File: src/rtl/acc_sequencer_pkg.sv
// Shared definitions for the adder-accumulator sequencer: FSM state
// encodings, button indices, display mux selects and a width helper.
package acc_sequencer_pkg;

    typedef enum logic [2:0] {
        ST_IDLE     = 3'd0,
        ST_LOAD     = 3'd1,
        ST_ADD_GO   = 3'd2,
        ST_ADD_WAIT = 3'd3,
        ST_ADD_WB   = 3'd4
    } seq_state_t;

    // Button lanes inside the sequencer.
    localparam int BTN_LOAD = 0;
    localparam int BTN_ADD  = 1;
    localparam int NUM_BTNS = 2;

    // Display mux selects used by the board top to pick the 7-segment source.
    localparam logic [1:0] DISP_SEL_SW    = 2'd0;
    localparam logic [1:0] DISP_SEL_R1    = 2'd1;
    localparam logic [1:0] DISP_SEL_ACC   = 2'd2;
    localparam logic [1:0] DISP_SEL_COUNT = 2'd3;

    // Bits needed to hold the values 0 .. n-1 (at least one bit).
    function automatic int cnt_width(input int n);
        return (n < 2) ? 1 : $clog2(n);
    endfunction

endpackage

File: src/rtl/acc_sequencer_btn_debounce.sv
// Button conditioner: two-flop synchroniser, stability counter and a
// one-cycle press pulse on the rising edge of the debounced level.
module btn_debounce
    import acc_sequencer_pkg::*;
#(
    parameter int DEBOUNCE_CYCLES = 250000
) (
    input  logic clk,
    input  logic rst,
    input  logic btn,
    output logic press
);

    localparam int            CW       = cnt_width(DEBOUNCE_CYCLES);
    localparam logic [CW-1:0] CNT_LAST = CW'(DEBOUNCE_CYCLES - 1);

    logic          sync1_reg;
    logic          sync2_reg;
    logic          db_reg;
    logic          db_prev_reg;
    logic [CW-1:0] cnt_reg;

    // Bring the raw button into the clock domain.
    always_ff @(posedge clk or posedge rst) begin
        if (rst) begin
            sync1_reg <= 1'b0;
            sync2_reg <= 1'b0;
        end else begin
            sync1_reg <= btn;
            sync2_reg <= sync1_reg;
        end
    end

    // Count how long the synchronised level has differed from the accepted
    // level; any return to the accepted level restarts the count.
    always_ff @(posedge clk or posedge rst) begin
        if (rst) begin
            cnt_reg     <= '0;
            db_reg      <= 1'b0;
            db_prev_reg <= 1'b0;
        end else begin
            db_prev_reg <= db_reg;
            if (sync2_reg == db_reg) begin
                cnt_reg <= '0;
            end else if (cnt_reg == CNT_LAST) begin
                db_reg  <= sync2_reg;
                cnt_reg <= '0;
            end else begin
                cnt_reg <= cnt_reg + CW'(1);
            end
        end
    end

    assign press = db_reg & ~db_prev_reg;

endmodule

File: src/rtl/acc_sequencer.sv
// Button-driven sequencer for the 8-bit operand / 16-bit accumulator
// datapath: debounced commands, depth-1 pending flags, strobe FSM and
// completed-add counter with sticky overflow.
module acc_sequencer
    import acc_sequencer_pkg::*;
#(
    parameter int DEBOUNCE_CYCLES = 250000,
    parameter int ADDER_LATENCY   = 2,
    parameter int CNT_W           = 16
) (
    input  logic             MCLK,
    input  logic             reset,
    input  logic             btn_load,
    input  logic             btn_add,
    input  logic             acc_carry,
    output logic             r1_we,
    output logic             r2_we,
    output logic             op_valid,
    output logic             busy,
    output logic             overflow,
    output logic [CNT_W-1:0] add_count
);

    localparam int            WW        = cnt_width(ADDER_LATENCY);
    localparam logic [WW-1:0] WAIT_INIT = WW'(ADDER_LATENCY - 1);

    logic [NUM_BTNS-1:0] btn_raw;
    logic [NUM_BTNS-1:0] press;

    seq_state_t    state_reg, state_next;
    logic [WW-1:0] wait_reg, wait_next;
    logic          load_pend_reg;
    logic          add_pend_reg;
    logic          load_take;
    logic          add_take;

    assign btn_raw[BTN_LOAD] = btn_load;
    assign btn_raw[BTN_ADD]  = btn_add;

    for (genvar gi = 0; gi < NUM_BTNS; gi++) begin : g_btn
        btn_debounce #(
            .DEBOUNCE_CYCLES(DEBOUNCE_CYCLES)
        ) u_debounce (
            .clk  (MCLK),
            .rst  (reset),
            .btn  (btn_raw[gi]),
            .press(press[gi])
        );
    end

    // Pending commands: one slot per type; acceptance by the FSM wins over a
    // press landing in the same cycle, so a press while set is dropped.
    always_ff @(posedge MCLK or posedge reset) begin
        if (reset) begin
            load_pend_reg <= 1'b0;
            add_pend_reg  <= 1'b0;
        end else begin
            if (load_take)
                load_pend_reg <= 1'b0;
            else if (press[BTN_LOAD])
                load_pend_reg <= 1'b1;
            if (add_take)
                add_pend_reg <= 1'b0;
            else if (press[BTN_ADD])
                add_pend_reg <= 1'b1;
        end
    end

    // Next-state logic; LOAD has priority over ADD when both are pending.
    always_comb begin
        state_next = state_reg;
        wait_next  = wait_reg;
        load_take  = 1'b0;
        add_take   = 1'b0;
        case (state_reg)
            ST_IDLE: begin
                if (load_pend_reg) begin
                    state_next = ST_LOAD;
                    load_take  = 1'b1;
                end else if (add_pend_reg) begin
                    state_next = ST_ADD_GO;
                    add_take   = 1'b1;
                end
            end
            ST_LOAD:   state_next = ST_IDLE;
            ST_ADD_GO: begin
                wait_next  = WAIT_INIT;
                state_next = (ADDER_LATENCY == 1) ? ST_ADD_WB : ST_ADD_WAIT;
            end
            // Leave on the cycle the count would reach zero so that r2_we
            // coincides with the adder's sum-valid cycle.
            ST_ADD_WAIT: begin
                if (wait_reg <= WW'(1))
                    state_next = ST_ADD_WB;
                else
                    wait_next = wait_reg - WW'(1);
            end
            ST_ADD_WB: state_next = ST_IDLE;
            default:   state_next = ST_IDLE;
        endcase
    end

    // State register; strobes are registered and decoded from the next state
    // so each one is high exactly while the FSM sits in its state.
    always_ff @(posedge MCLK or posedge reset) begin
        if (reset) begin
            state_reg <= ST_IDLE;
            wait_reg  <= '0;
            r1_we     <= 1'b0;
            op_valid  <= 1'b0;
            r2_we     <= 1'b0;
        end else begin
            state_reg <= state_next;
            wait_reg  <= wait_next;
            r1_we     <= (state_next == ST_LOAD);
            op_valid  <= (state_next == ST_ADD_GO);
            r2_we     <= (state_next == ST_ADD_WB);
        end
    end

    // Completed-add bookkeeping; acc_carry is sampled in the write-back cycle.
    always_ff @(posedge MCLK or posedge reset) begin
        if (reset) begin
            add_count <= '0;
            overflow  <= 1'b0;
        end else if (state_reg == ST_ADD_WB) begin
            add_count <= add_count + CNT_W'(1);
            overflow  <= overflow | acc_carry;
        end
    end

    assign busy = (state_reg != ST_IDLE);

endmodule

File: config.mk
export PLATFORM = sky130hd
export DESIGN_NAME = acc_sequencer
export DESIGN_NICKNAME = d
export VERILOG_FILES = /design/src/rtl/acc_sequencer_pkg.sv /design/src/rtl/acc_sequencer_btn_debounce.sv /design/src/rtl/acc_sequencer.sv
export SDC_FILE = /design/constraint.sdc
export NUM_CORES = 1
export LEC_CHECK = 0
export CAP_MARGIN = 10
export CORE_ASPECT_RATIO = 0.75
export CORE_MARGIN = 10
export CORE_UTILIZATION = 50
export DETAILED_ROUTE_END_ITERATION = 8
export HOLD_SLACK_MARGIN = 0.1
export PLACE_DENSITY = 0.7
export SLEW_MARGIN = 40
export SYNTH_ARGS = -nofsm -noshare
export SYNTH_HDL_FRONTEND = slang
export SYNTH_HIERARCHICAL = 1
export SYNTH_SLANG_ARGS = --single-unit
export TNS_END_PERCENT = 50
File: constraint.sdc
create_clock -name MCLK -period 5.8 [get_ports MCLK]
set_clock_uncertainty 0.2 [all_clocks]
set_input_delay 1.16 -clock MCLK [delete_from_list [all_inputs] [get_ports MCLK]]
set_output_delay 1.16 -clock MCLK [all_outputs]
set_load 0.05 [all_outputs]
==> impl_results.md <==
* Initial core utilization at roughly half
* Syn avg cell area at around 11 sq um
* Register clock-pin slew on the reported worst setup and hold paths at 70 ps
* Lkg Pwr at 1.57 nW
* Core Area at 0.00626 sq mm
* CP Launch Type: flop
* Period utilization at a little under three fifths
* Htree depth at 3
* FF-to-FF End: g_btn[0].u_debounce/cnt_reg[4]$_DFF_PP0_
* Crit-path max cell delay at roughly 740 ps
* Min-delay worst type: flop to flop
* Gr usage total at 12.3%
* FF-to-FF Start: g_btn[0].u_debounce/cnt_reg[5]$_DFF_PP0_
* Die X at about 110 microns
* Filler cells at between 500 and 600
* Adder-cell share of the synthesized area at 1.17%
* Post-synthesis compound-gate area fraction at approximately 3.2%
* Vias in the first global route at between 2000 and 2500
* Post-layout min period at ~3300 ps
* Grt met1 use at approximately 16%
* Internal power at 0.000735 W
* Met3 Use GR at slightly above 5%
* Largest family of logic cells by synthesized area: simple AND/OR/NAND/NOR gates
* Area share of and/or/nand/nor cells after synthesis at 24.7%
* PD cells at ~250 mW/mm^2
* Post-DRT Antenna Nets at 0
* Storage element area at around 0.0017 sq mm
* IO Pins at 26
* Top-area cell type share of the netlist area at between 50% and 60%
* Worst r2r path cells at 4
* Area delta synth->final at 14.3%
* Post-synthesis mux area share at 1.06%
* Yosys warnings at 6
* Worst hold path depth at 0
* CP Cell Sequence: or3_1, clkdlybuf4s50_1
* Fmax at ~0.30 GHz
* Clock Tree Buf Depth at 2
* Pin count of the biggest net entering global routing at 26
* Final GP Congestion at 0.826
* Hold_buf cts at 0
* Sw power at around 0.00020 W
* Sw Ratio at between 20% and 30%
* Via count at around 2200
* Max reg flops at 36
* Crit-path max FO at 5
* Port bufs at 25
* Setup repair bufs after CTS at 0
* Worst Max-Slew Pin Slew at between 600 and 700 ps
* Final net count at 330
* Clk Latency, worst-skew pair at roughly 330 ps
* Worst Path Arrival at between 1500 and 2000 ps
* Mapped Area at approximately 0.0032 sq mm
* Syn_nets at 306
* CP Capture Type: output pin
* #FFs+latches synth at 69
* Die Height at a little under 90 microns
* Post-synth top area cell: dfrtp_1
* Final setup vio count at 0
* CTS tree: yes
* Hold path start: g_btn[0].u_debounce/sync1_reg$_DFF_PP0_
* Syn Inst Count at a little under 300
* Top cells by area, synth: dfrtp_1, xnor2_1, nor2_1
* Vias/cell at between 5 and 6
* Worst R2R Setup Slack at between 3000 and 4000 ps
* Post-Synth XOR/XNOR Area at a little under an eighth
* Starting DRT DRC Count at 89
* TritonCTS Sinks at between 60 and 70
* Remaining Overflow, GRT at 0
* Gate power share at 2.6%
* RSZ-0062 raised after global routing: no
* Pre-CTS setup slack at ~2800 ps
* Met2 GRT Util at between 10% and 20%
* Max-cap check violation count at 0
* Number of CTS-inserted buffers at 9
* Drt first pass iters at 4
* Max VDD drop at 0.000161 V
* Slew Limit Fails at 0
* Number of remaining DRC errors at 0
* First-pass GRT wire length at slightly above 10 mm
* Multi-input gate area at 0.00134 sq mm
* Synth cell types at 33
* Setup_tns at 0 ps
* Final hold viol count at 0
* CP top delay family: buffers and inverters
* Clock network fraction of design power at between 40% and 50%
* Row cnt at 25
* DR WL/cell at roughly 14 microns
* Seq pwr share at between 50% and 60%
* CP Buf/Inv Count at 1
* Die area at about 0.010 sq mm
* Hold Path End: g_btn[0].u_debounce/sync2_reg$_DFF_PP0_
* Status: complete, no violations
* Antenna diode count at 0
* Min setup slack post-route at 2500 ps
* Worst Path Class, Setup: flop to output pin
* Total Wirelength at 5.72 mm
* Worst EP required at 4440 ps
* Share of cells above drive strength 1 at under 10%
* Rel. slew slack at about 60%
* Initial antenna violation count at 0
* Sequential share of the synthesized area at ~54%
* Post_cts resized at 0
* Gr busiest metal: met2
* Final HPWL DP at ~4.1 mm
* Root Driver: clkbuf_8
* Slowest cell on crit path: clkdlybuf4s50_1
## cells in the mapped netlist
library cell	number
buf_12	2
xnor2_1	26
nor3_1	10
nor4_1	6
ha_1	3
a41o_1	2
or2_2	2
nor2b_1	2
mux2_2	3
nor2_1	43
and3_1	7
nor4_2	2
or3_1	3
nand3_2	1
and3_2	2
inv_1	6
nand4_1	25
and4_1	4
a21o_1	1
nor3_2	1
nand2_1	22
o21ai_0	2
nor3b_4	1
nand3_1	8
a21oi_1	7
or4_1	4
buf_6	4
or4b_1	2
clkbuf_1	6
and4_4	1
xor2_1	17
o31ai_1	4
dfrtp_1	69
## worst max path at each step
| stage | from | endpoint | slack, ps | cells past startpoint |
|---|---|---|---|---|
| after detailed placement | state_reg[0]$_DFF_PP0_ | busy | 2840 | 2 |
| final | state_reg[0]$_DFF_PP0_ | busy | 2500 | 2 |
| after global routing | state_reg[0]$_DFF_PP0_ | busy | 2430 | 2 |
| after CTS | state_reg[0]$_DFF_PP0_ | busy | 2470 | 2 |
| after global placement | state_reg[0]$_DFF_PP0_ | busy | 2870 | 2 |
| after floorplan | state_reg[0]$_DFF_PP0_ | busy | 3410 | 1 |
## cells by family (layout without fill, tap and decap cells)
kind of cell	count (synthesis)	after routing
compound gates	16	16
xor+xnor	43	43
buf+inv	18	47
mux	3	3
simple gates	146	146
fa+ha+maj	3	3
flops	69	69
## final cells by class
cell class,count,area share (%)
Sequential cell,69,47.2
Multi-Input combinational cell,211,36.7
Timing Repair Buffer,25,6.84
Clock buffer,10,3.49
Tap cell,81,2.77
Clock inverter,6,2.36
Inverter,6,0.616
## per-layer routing
metal  wire, microns  part of all wire (%)
met5               0                     0
met2            2480                    43
met1            2800                    49
met3             410                   7.2
met4              24                  0.42
## through the flow
stage | instance area [sq um] | hold WS (ps) | cells | utilization [%] | total power, W
floorplan | 3200 | 131 | 298 | - | 0.000520
global placement | 3440 | 137 | 392 | 55.0 | 0.000524
detailed placement | 3440 | 136 | 392 | 55.0 | 0.000525
CTS | 3660 | 145 | 408 | 58.4 | 0.000945
global route | 3660 | 169 | 408 | 58.4 | 0.000969
finish | 3660 | 145 | 408 | 58.4 | 0.000930
## placed cells by master, fill, tap and decap left out, types with 8 or more instances in the layout
cell and count:
dfrtp_1 69, nor2_1 43, xnor2_1 26, nand4_1 25
clkdlybuf4s50_1 25, nand2_1 22, xor2_1 17, nor3_1 10
clkbuf_8 9, nand3_1 8
## power by group through the flow
stage	Sequential [W]	Clock [W]	Combinational (W)
6_report	0.000490	0.000415	0.0000242
5_1_grt	0.000491	0.000449	0.0000285
4_1_cts	0.000490	0.000430	0.0000254
3_5_place_dp	0.000500	0	0.0000252
3_3_place_gp	0.000499	0	0.0000247
2_1_floorplan	0.000499	0	0.0000216
Power figures use the tool's default switching activity.
